==> config.mk <==
export PLATFORM = sky130hd
export DESIGN_NAME = lsu_mem_ctrl
export DESIGN_NICKNAME = d
export VERILOG_FILES = /design/src/rtl/lsu_mem_ctrl_pkg.sv /design/src/rtl/lsu_load_align.sv /design/src/rtl/lsu_mem_ctrl.sv
export SDC_FILE = /design/constraint.sdc
export NUM_CORES = 1
export LEC_CHECK = 0
export ABC_CLOCK_PERIOD_IN_PS = 1900
export BUFFER_PORTS_ARGS = -buffer_cell sky130_fd_sc_hd__buf_2
export CAP_MARGIN = 15
export CORE_MARGIN = 5
export CORE_UTILIZATION = 40
export CTS_CLUSTER_SIZE = 16
export DETAILED_ROUTE_END_ITERATION = 16
export PLACE_DENSITY_LB_ADDON = 0.2
export SLEW_MARGIN = 30
export SYNTH_ARGS = -nofsm -noshare
export SYNTH_HDL_FRONTEND = slang
export SYNTH_SLANG_ARGS = --single-unit
==> constraint.sdc <==
create_clock -name i_clk -period 1.9 [get_ports i_clk]
set_input_delay 0.095 -clock i_clk [delete_from_list [all_inputs] [get_ports i_clk]]
set_output_delay 0.095 -clock i_clk [all_outputs]
set_load 0.1 [all_outputs]
==> src/rtl/lsu_mem_ctrl_pkg.sv <==
// Shared types and helpers for the load/store unit memory controller.
// Optional feature macro used by the controller: LSU_MISALIGN_TRAP_EN.
package lsu_mem_ctrl_pkg;

  // Controller states: waiting for work, bus request outstanding, one-cycle completion.
  typedef enum logic [1:0] {
    IDLE = 2'd0,
    REQ  = 2'd1,
    DONE = 2'd2
  } lsu_state_e;

  // Byte-enable patterns for a naturally aligned access at lane 0.
  localparam logic [3:0] BE_BYTE = 4'b0001;
  localparam logic [3:0] BE_HALF = 4'b0011;
  localparam logic [3:0] BE_WORD = 4'b1111;

  // Load/store descriptor handed over by the EX operand-selection stage.
  typedef struct packed {
    logic [31:0] store_data;
    logic        load_en;
    logic        store_en;
    logic        lsu_byte;
    logic        lsu_halfword;
    logic        lsu_signed;
    logic        valid;
    logic [7:0]  debug_pkg;
  } lsu_t;

  // Byte enables for the access size; low address bits below the access
  // size are ignored so a misaligned halfword/word falls back to its container.
  function automatic logic [3:0] store_be(input logic       is_byte,
                                          input logic       is_half,
                                          input logic [1:0] lane);
    logic [3:0] be;
    if (is_byte) begin
      be = BE_BYTE << lane;
    end else if (is_half) begin
      be = lane[1] ? {BE_HALF[1:0], 2'b00} : BE_HALF;
    end else begin
      be = BE_WORD;
    end
    return be;
  endfunction

  // Replicate the store operand across every lane it could land in, so the
  // memory only has to honour the byte enables.
  function automatic logic [31:0] store_wdata(input logic        is_byte,
                                              input logic        is_half,
                                              input logic [31:0] data);
    logic [31:0] wdata;
    if (is_byte) begin
      wdata = {4{data[7:0]}};
    end else if (is_half) begin
      wdata = {2{data[15:0]}};
    end else begin
      wdata = data;
    end
    return wdata;
  endfunction

endpackage

==> src/rtl/lsu_load_align.sv <==
// Load data alignment: picks the addressed byte/halfword lane out of the bus
// word and sign- or zero-extends it to 32 bits. Word loads pass through.
module lsu_load_align (
  input  logic [31:0] rdata_i,
  input  logic [1:0]  addr_i,
  input  logic        byte_i,
  input  logic        half_i,
  input  logic        signed_i,
  output logic [31:0] result_o
);

  logic [7:0]  lanes [4];
  logic [7:0]  byte_sel;
  logic [15:0] half_sel;

  // Split the bus word into its four byte lanes.
  for (genvar gi = 0; gi < 4; gi++) begin : g_lane
    assign lanes[gi] = rdata_i[8*gi +: 8];
  end

  // Lane select followed by extension according to access size and signedness.
  always_comb begin
    byte_sel = lanes[addr_i];
    half_sel = addr_i[1] ? rdata_i[31:16] : rdata_i[15:0];
    result_o = rdata_i;
    if (byte_i) begin
      result_o = {{24{signed_i & byte_sel[7]}}, byte_sel};
    end else if (half_i) begin
      result_o = {{16{signed_i & half_sel[15]}}, half_sel};
    end
  end

endmodule

==> src/rtl/lsu_mem_ctrl.sv <==
// Load/store unit memory controller: req/ack bus handshake with timeout,
// store byte-enable/lane replication, load alignment and pipeline stall.
// Optional macro LSU_MISALIGN_TRAP_EN adds o_lsu_misaligned and refuses to
// issue misaligned halfword/word accesses instead of truncating the address.
module lsu_mem_ctrl
  import lsu_mem_ctrl_pkg::*;
#(
  parameter int TIMEOUT_W = 8
) (
  input  logic        i_clk,
  input  logic        i_rst_n,
  input  lsu_t        i_abt_lsu_pkg,
  input  logic [31:0] i_alu_addr,
  input  logic        i_flush,
  output logic        o_mem_req,
  output logic        o_mem_we,
  output logic [31:0] o_mem_addr,
  output logic [3:0]  o_mem_be,
  output logic [31:0] o_mem_wdata,
  input  logic        i_mem_ack,
  input  logic [31:0] i_mem_rdata,
  output logic        o_lsu_stall,
  output logic [31:0] o_lsu_rdata,
  output logic        o_lsu_rdata_valid,
  output logic        o_lsu_bus_err
`ifdef LSU_MISALIGN_TRAP_EN
  ,
  output logic        o_lsu_misaligned
`endif
);

  lsu_state_e           state_q;
  logic                 req_q;
  logic                 we_q;
  logic [31:0]          addr_q;
  logic [3:0]           be_q;
  logic [31:0]          wdata_q;
  logic [1:0]           lane_q;
  logic                 byte_q;
  logic                 half_q;
  logic                 signed_q;
  logic                 killed_q;
  logic [TIMEOUT_W-1:0] cnt_q;
  logic [TIMEOUT_W-1:0] cnt_d;
  logic [31:0]          rdata_q;
  logic                 rdata_valid_q;
  logic                 bus_err_q;
  logic                 misaligned_q;

  logic                 is_byte;
  logic                 is_half;
  logic                 accept;
  logic                 misalign;
  logic                 issue;
  logic [3:0]           be_d;
  logic [31:0]          wdata_d;
  logic [31:0]          align_result;
  logic                 unused_dbg;

  // The debug side-band travels with the descriptor but has no role here.
  assign unused_dbg = ^i_abt_lsu_pkg.debug_pkg;

  // Byte wins over halfword if both flags are set; neither means word.
  assign is_byte = i_abt_lsu_pkg.lsu_byte;
  assign is_half = ~i_abt_lsu_pkg.lsu_byte & i_abt_lsu_pkg.lsu_halfword;

  // A new access is taken only from IDLE. The cycle carrying a bus-error or
  // misalignment pulse is excluded so the still-presented faulting
  // instruction is not re-accepted while the pipeline moves it along.
  assign accept = (state_q == IDLE) & i_abt_lsu_pkg.valid
                & (i_abt_lsu_pkg.load_en | i_abt_lsu_pkg.store_en)
                & ~i_flush & ~bus_err_q & ~misaligned_q;

`ifdef LSU_MISALIGN_TRAP_EN
  assign misalign = (is_half & i_alu_addr[0])
                  | (~is_byte & ~is_half & (i_alu_addr[1:0] != 2'b00));
`else
  assign misalign = 1'b0;
`endif

  assign issue   = accept & ~misalign;
  assign be_d    = store_be(is_byte, is_half, i_alu_addr[1:0]);
  assign wdata_d = store_wdata(is_byte, is_half, i_abt_lsu_pkg.store_data);
  assign cnt_d   = cnt_q + 1'b1;

  lsu_load_align u_align (
    .rdata_i  (i_mem_rdata),
    .addr_i   (lane_q),
    .byte_i   (byte_q),
    .half_i   (half_q),
    .signed_i (signed_q),
    .result_o (align_result)
  );

  // Controller FSM with all bus and result outputs registered.
  always_ff @(posedge i_clk or negedge i_rst_n) begin
    if (!i_rst_n) begin
      state_q       <= IDLE;
      req_q         <= 1'b0;
      we_q          <= 1'b0;
      addr_q        <= '0;
      be_q          <= '0;
      wdata_q       <= '0;
      lane_q        <= '0;
      byte_q        <= 1'b0;
      half_q        <= 1'b0;
      signed_q      <= 1'b0;
      killed_q      <= 1'b0;
      cnt_q         <= '0;
      rdata_q       <= '0;
      rdata_valid_q <= 1'b0;
      bus_err_q     <= 1'b0;
      misaligned_q  <= 1'b0;
    end else begin
      rdata_valid_q <= 1'b0;
      bus_err_q     <= 1'b0;
      misaligned_q  <= 1'b0;
      case (state_q)
        IDLE: begin
          if (issue) begin
            state_q  <= REQ;
            req_q    <= 1'b1;
            we_q     <= i_abt_lsu_pkg.store_en;
            addr_q   <= {i_alu_addr[31:2], 2'b00};
            be_q     <= be_d;
            wdata_q  <= wdata_d;
            lane_q   <= i_alu_addr[1:0];
            byte_q   <= is_byte;
            half_q   <= is_half;
            signed_q <= i_abt_lsu_pkg.lsu_signed;
            killed_q <= 1'b0;
            cnt_q    <= '0;
          end else if (accept) begin
            misaligned_q <= 1'b1;
          end
        end
        REQ: begin
          // A flush cannot abort the bus cycle; it only discards the result.
          if (i_flush) begin
            killed_q <= 1'b1;
          end
          if (i_mem_ack) begin
            state_q <= DONE;
            req_q   <= 1'b0;
            if (!we_q && !killed_q && !i_flush) begin
              rdata_q       <= align_result;
              rdata_valid_q <= 1'b1;
            end
          end else if (&cnt_d) begin
            state_q   <= IDLE;
            req_q     <= 1'b0;
            bus_err_q <= 1'b1;
          end else begin
            cnt_q <= cnt_d;
          end
        end
        DONE: begin
          state_q <= IDLE;
        end
        default: begin
          state_q <= IDLE;
          req_q   <= 1'b0;
        end
      endcase
    end
  end

  assign o_mem_req         = req_q;
  assign o_mem_we          = we_q;
  assign o_mem_addr        = addr_q;
  assign o_mem_be          = be_q;
  assign o_mem_wdata       = wdata_q;
  assign o_lsu_stall       = (state_q == REQ) | accept;
  assign o_lsu_rdata       = rdata_q;
  assign o_lsu_rdata_valid = rdata_valid_q;
  assign o_lsu_bus_err     = bus_err_q;
`ifdef LSU_MISALIGN_TRAP_EN
  assign o_lsu_misaligned  = misaligned_q;
`endif

endmodule

==> flow_summary.yaml <==
synth:
  postSynthAreaPerCell_um2: 9.31
  synth_simple_gate_area_share: 0.203
  synth_top_family_by_area: "simple AND/OR/NAND/NOR gates"
  synth_cell_types: 45
  synth_edf_count: 0
  synthXorXnorAreaFrac: 0.00309
  syn_inst: 609
  synth_top_area_share: 0.521
  synthFlopType: "dfrtp_1"
  synth_compound_gate_area_share: 0.140
  synthAdderAreaFrac: 0.00441
  seq_area_frac_synth: 0.521
  async_reset_ff_frac: 1.00
  synth_top_cell_by_area: "dfrtp_1"
  yosysWarnings: 0
  synth_mux_area_frac: 0.0757
  synth_area_leaders: "dfrtp_1, nand2_1, mux2i_1, a21oi_1, o22a_1"
  ys_ff_latch: 118
  syn_area_mm2: 0.00567
timing:
  whs_ns: 0.0194
  timing.final.ws_setup_ns: -0.236
  setup_viol: 79
  tightestPinTransition_ns: 0.620
  hold_viol: 0
  finalCritPeriodShare: 1.12
  period_needed_ns: 2.14
  max_freq_mhz: 468
  tns_ns: -4.91
  clock_skew_ns: 0.00609
  slew_headroom: 0.587
  drv_slew: 0
  rsz0062_at_grt: "true"
global_route:
  overflow: 0
  use_met1: 0.276
  grt_pass1_wl_um: 28800
  grtUsageMet2: 0.360
  gr-usage-all-layers: 0.219
  grt_max_degree: 119
  grt_pass1_vias: 5652
  met3_usage: 0.0622
  grt_busiest_layer: "met2"
  grt_antenna_before_repair: 0
cells_and_area:
  final_common_cell: "nand2_1"
  syn2layout_area_growth_pct: 47.9
  utilization: 0.604
  drive_gt1_frac: 0.337
  finalNonFillerCells: 1082
  final_cell_mix: "nand2_1, buf_2, dfrtp_1"
  finalNetCount: 1004
floorplan:
  start_util: 0.409
  core_mm2: 0.0139
  ioPinCount: 219
  rows: 43
  die_w_um: 129
  die_h_um: 129
  dieArea_mm2: 0.0167
place:
  place_inst: 980
  place.gp.congestion: 0.887
  hpwl_um: 11600
  dp_slack_ns: -0.0563
  portBuffers: 208
critical_path:
  crit_path_top_delay_cell: "or4b_4"
  worstSetupPathType: "reg -> out"
  critical-path-top-delay-family: "simple AND/OR/NAND/NOR gates"
  path_max_fanout: 2
  cp.arrival_ns: 2.04
  path_buf_inv: 2
  crit_chain: "or4b_4, or3_4, buf_6, nand2_4, buf_12"
  endpoint_kind: "primary output"
  startpoint_type: "flip-flop"
  worstPathRequired_ns: 1.80
  cp_slowest_stage_delay_ns: 0.52
drt:
  drtAntennaViolNets: 0
  viasPerCell: 5.07
  drt_pass1_iterations: 5
  drt_iter0_drc: 340
  vias: 5489
  routed_wl_um: 17900
  wire_per_inst_um: 16.6
  drc: 0
hold_path:
  hold_path_class: "in -> reg"
cts:
  clkTransAtPathRegs_ns: 0.06
  cts_tree: "built"
  cts.sinks: 118
  clockRootBuffer: "clkbuf_16"
  clockBufferDepth: 2
  clk_latency_ns: 0.42
  htreeDepth: 4
  cts_made_buffers: 17
outcome:
  status: "finished with violations"
  failed_checks: "negative setup slack"
power:
  vdd_drop_max_mv: 1.05
  p_leak_nw: 4.32
  powerDensity_mw_per_mm2: 1790
job:
  drv_cap: 0
-- synth_stat cells (all sizes together) (2+ instances only) --
cell	count
nand2	211
dfrtp	118
a21oi	49
o21ai	39
buf	27
mux2i	26
o22a	24
nand2b	18
clkbuf	17
nor2	15
nand3	13
inv	7
mux4	7
a21o	5
o31ai	3
a22o	2
and2	2
and3	2
ha	2
nor2b	2
nor3	2
or3	2
or4	2
xor2	2
-- stage by stage --
step / total power [W] / instance area [µm²]
final: 0.0150 / 8390
after global routing: 0.0156 / 8390
after CTS: 0.0151 / 8350
after detailed placement: 0.0117 / 6950
after global placement: 0.0116 / 6950
after floorplan: 0.0102 / 5690
-- cell families (layout without fill, tap and decap cells) --
group	count (synthesis)	after routing
compound gates	128	129
xor+xnor	2	2
fa+ha+maj	2	2
buf+inv	52	342
flops	118	118
mux	34	34
other cells	1	3
simple gates	272	272
-- path summary, 6_finish.rpt --
| kind | from | to | slack, ns | cells past startpoint |
|---|---|---|---|---|
| setup / recovery | state_q[1] | o_lsu_stall | -0.24 | 5 |
| hold / removal | i_abt_lsu_pkg[25] | o_mem_wdata[11] | 0.02 | 3 |
| min in group asynchronous | i_rst_n | o_mem_addr[25] | 0.32 | 3 |
| setup reg to reg | state_q[1] | o_mem_addr[17] | -0.18 | 6 |
| hold reg to reg | o_lsu_rdata[7] | o_lsu_rdata[7] | 0.47 | 2 |
| max in group asynchronous | i_rst_n | lane_q[1] | 1.11 | 3 |
-- per-layer routing --
layer / vias up / share of wire
li1: 2621 / -
met1: 2628 / 0.42
met2: 208 / 0.49
met3: 32 / 0.072
met4: 0 / 0.020
met5: - / 0
-- where the power goes --
part | internal [W] | leakage, nW | switching (W) | total, W
clock | 0.00200 | 0.272 | 0.00118 | 0.00318
combinational | 0.00146 | 2.58 | 0.00661 | 0.00806
sequential | 0.00329 | 1.47 | 0.000490 | 0.00378
-- area by class of cell --
type | instances | area [µm²]
tap | 180 | 225
sequential | 118 | 2960
timing repair buffer | 302 | 2080
inverter | 8 | 35.0
multi-input combinational | 441 | 2500
fill | 1201 | 5490
antenna | 1 | 2.50
clock inverter | 11 | 125
clock buffer | 21 | 460
-- registers in the layout, summed over array words and instances, names as in the netlist --
signal             flops
o_lsu_rdata           32
o_mem_wdata           32
o_mem_addr            30
cnt_q                  8
o_mem_be               4
lane_q                 2
state_q                2
byte_q                 1
half_q                 1
killed_q               1
o_lsu_bus_err          1
o_lsu_rdata_valid      1
o_mem_req              1
o_mem_we               1
signed_q               1
-- tightest hold or removal path, stage by stage --
cell	delay (ns)
buf_2	0.09
mux2i_1	0.05
o21ai_0	0.16
-- timing repair --
action                                  CTS  global route
endpoints found under the setup margin   43            92
gates resized for setup                  35             9
setup buffers                             4             1
hold buffers                             59             0
endpoints found under the hold margin   176             0
pin swaps                                 2             2
cloned                                    5             1
Note: power is estimated with default switching activity, not from simulation.
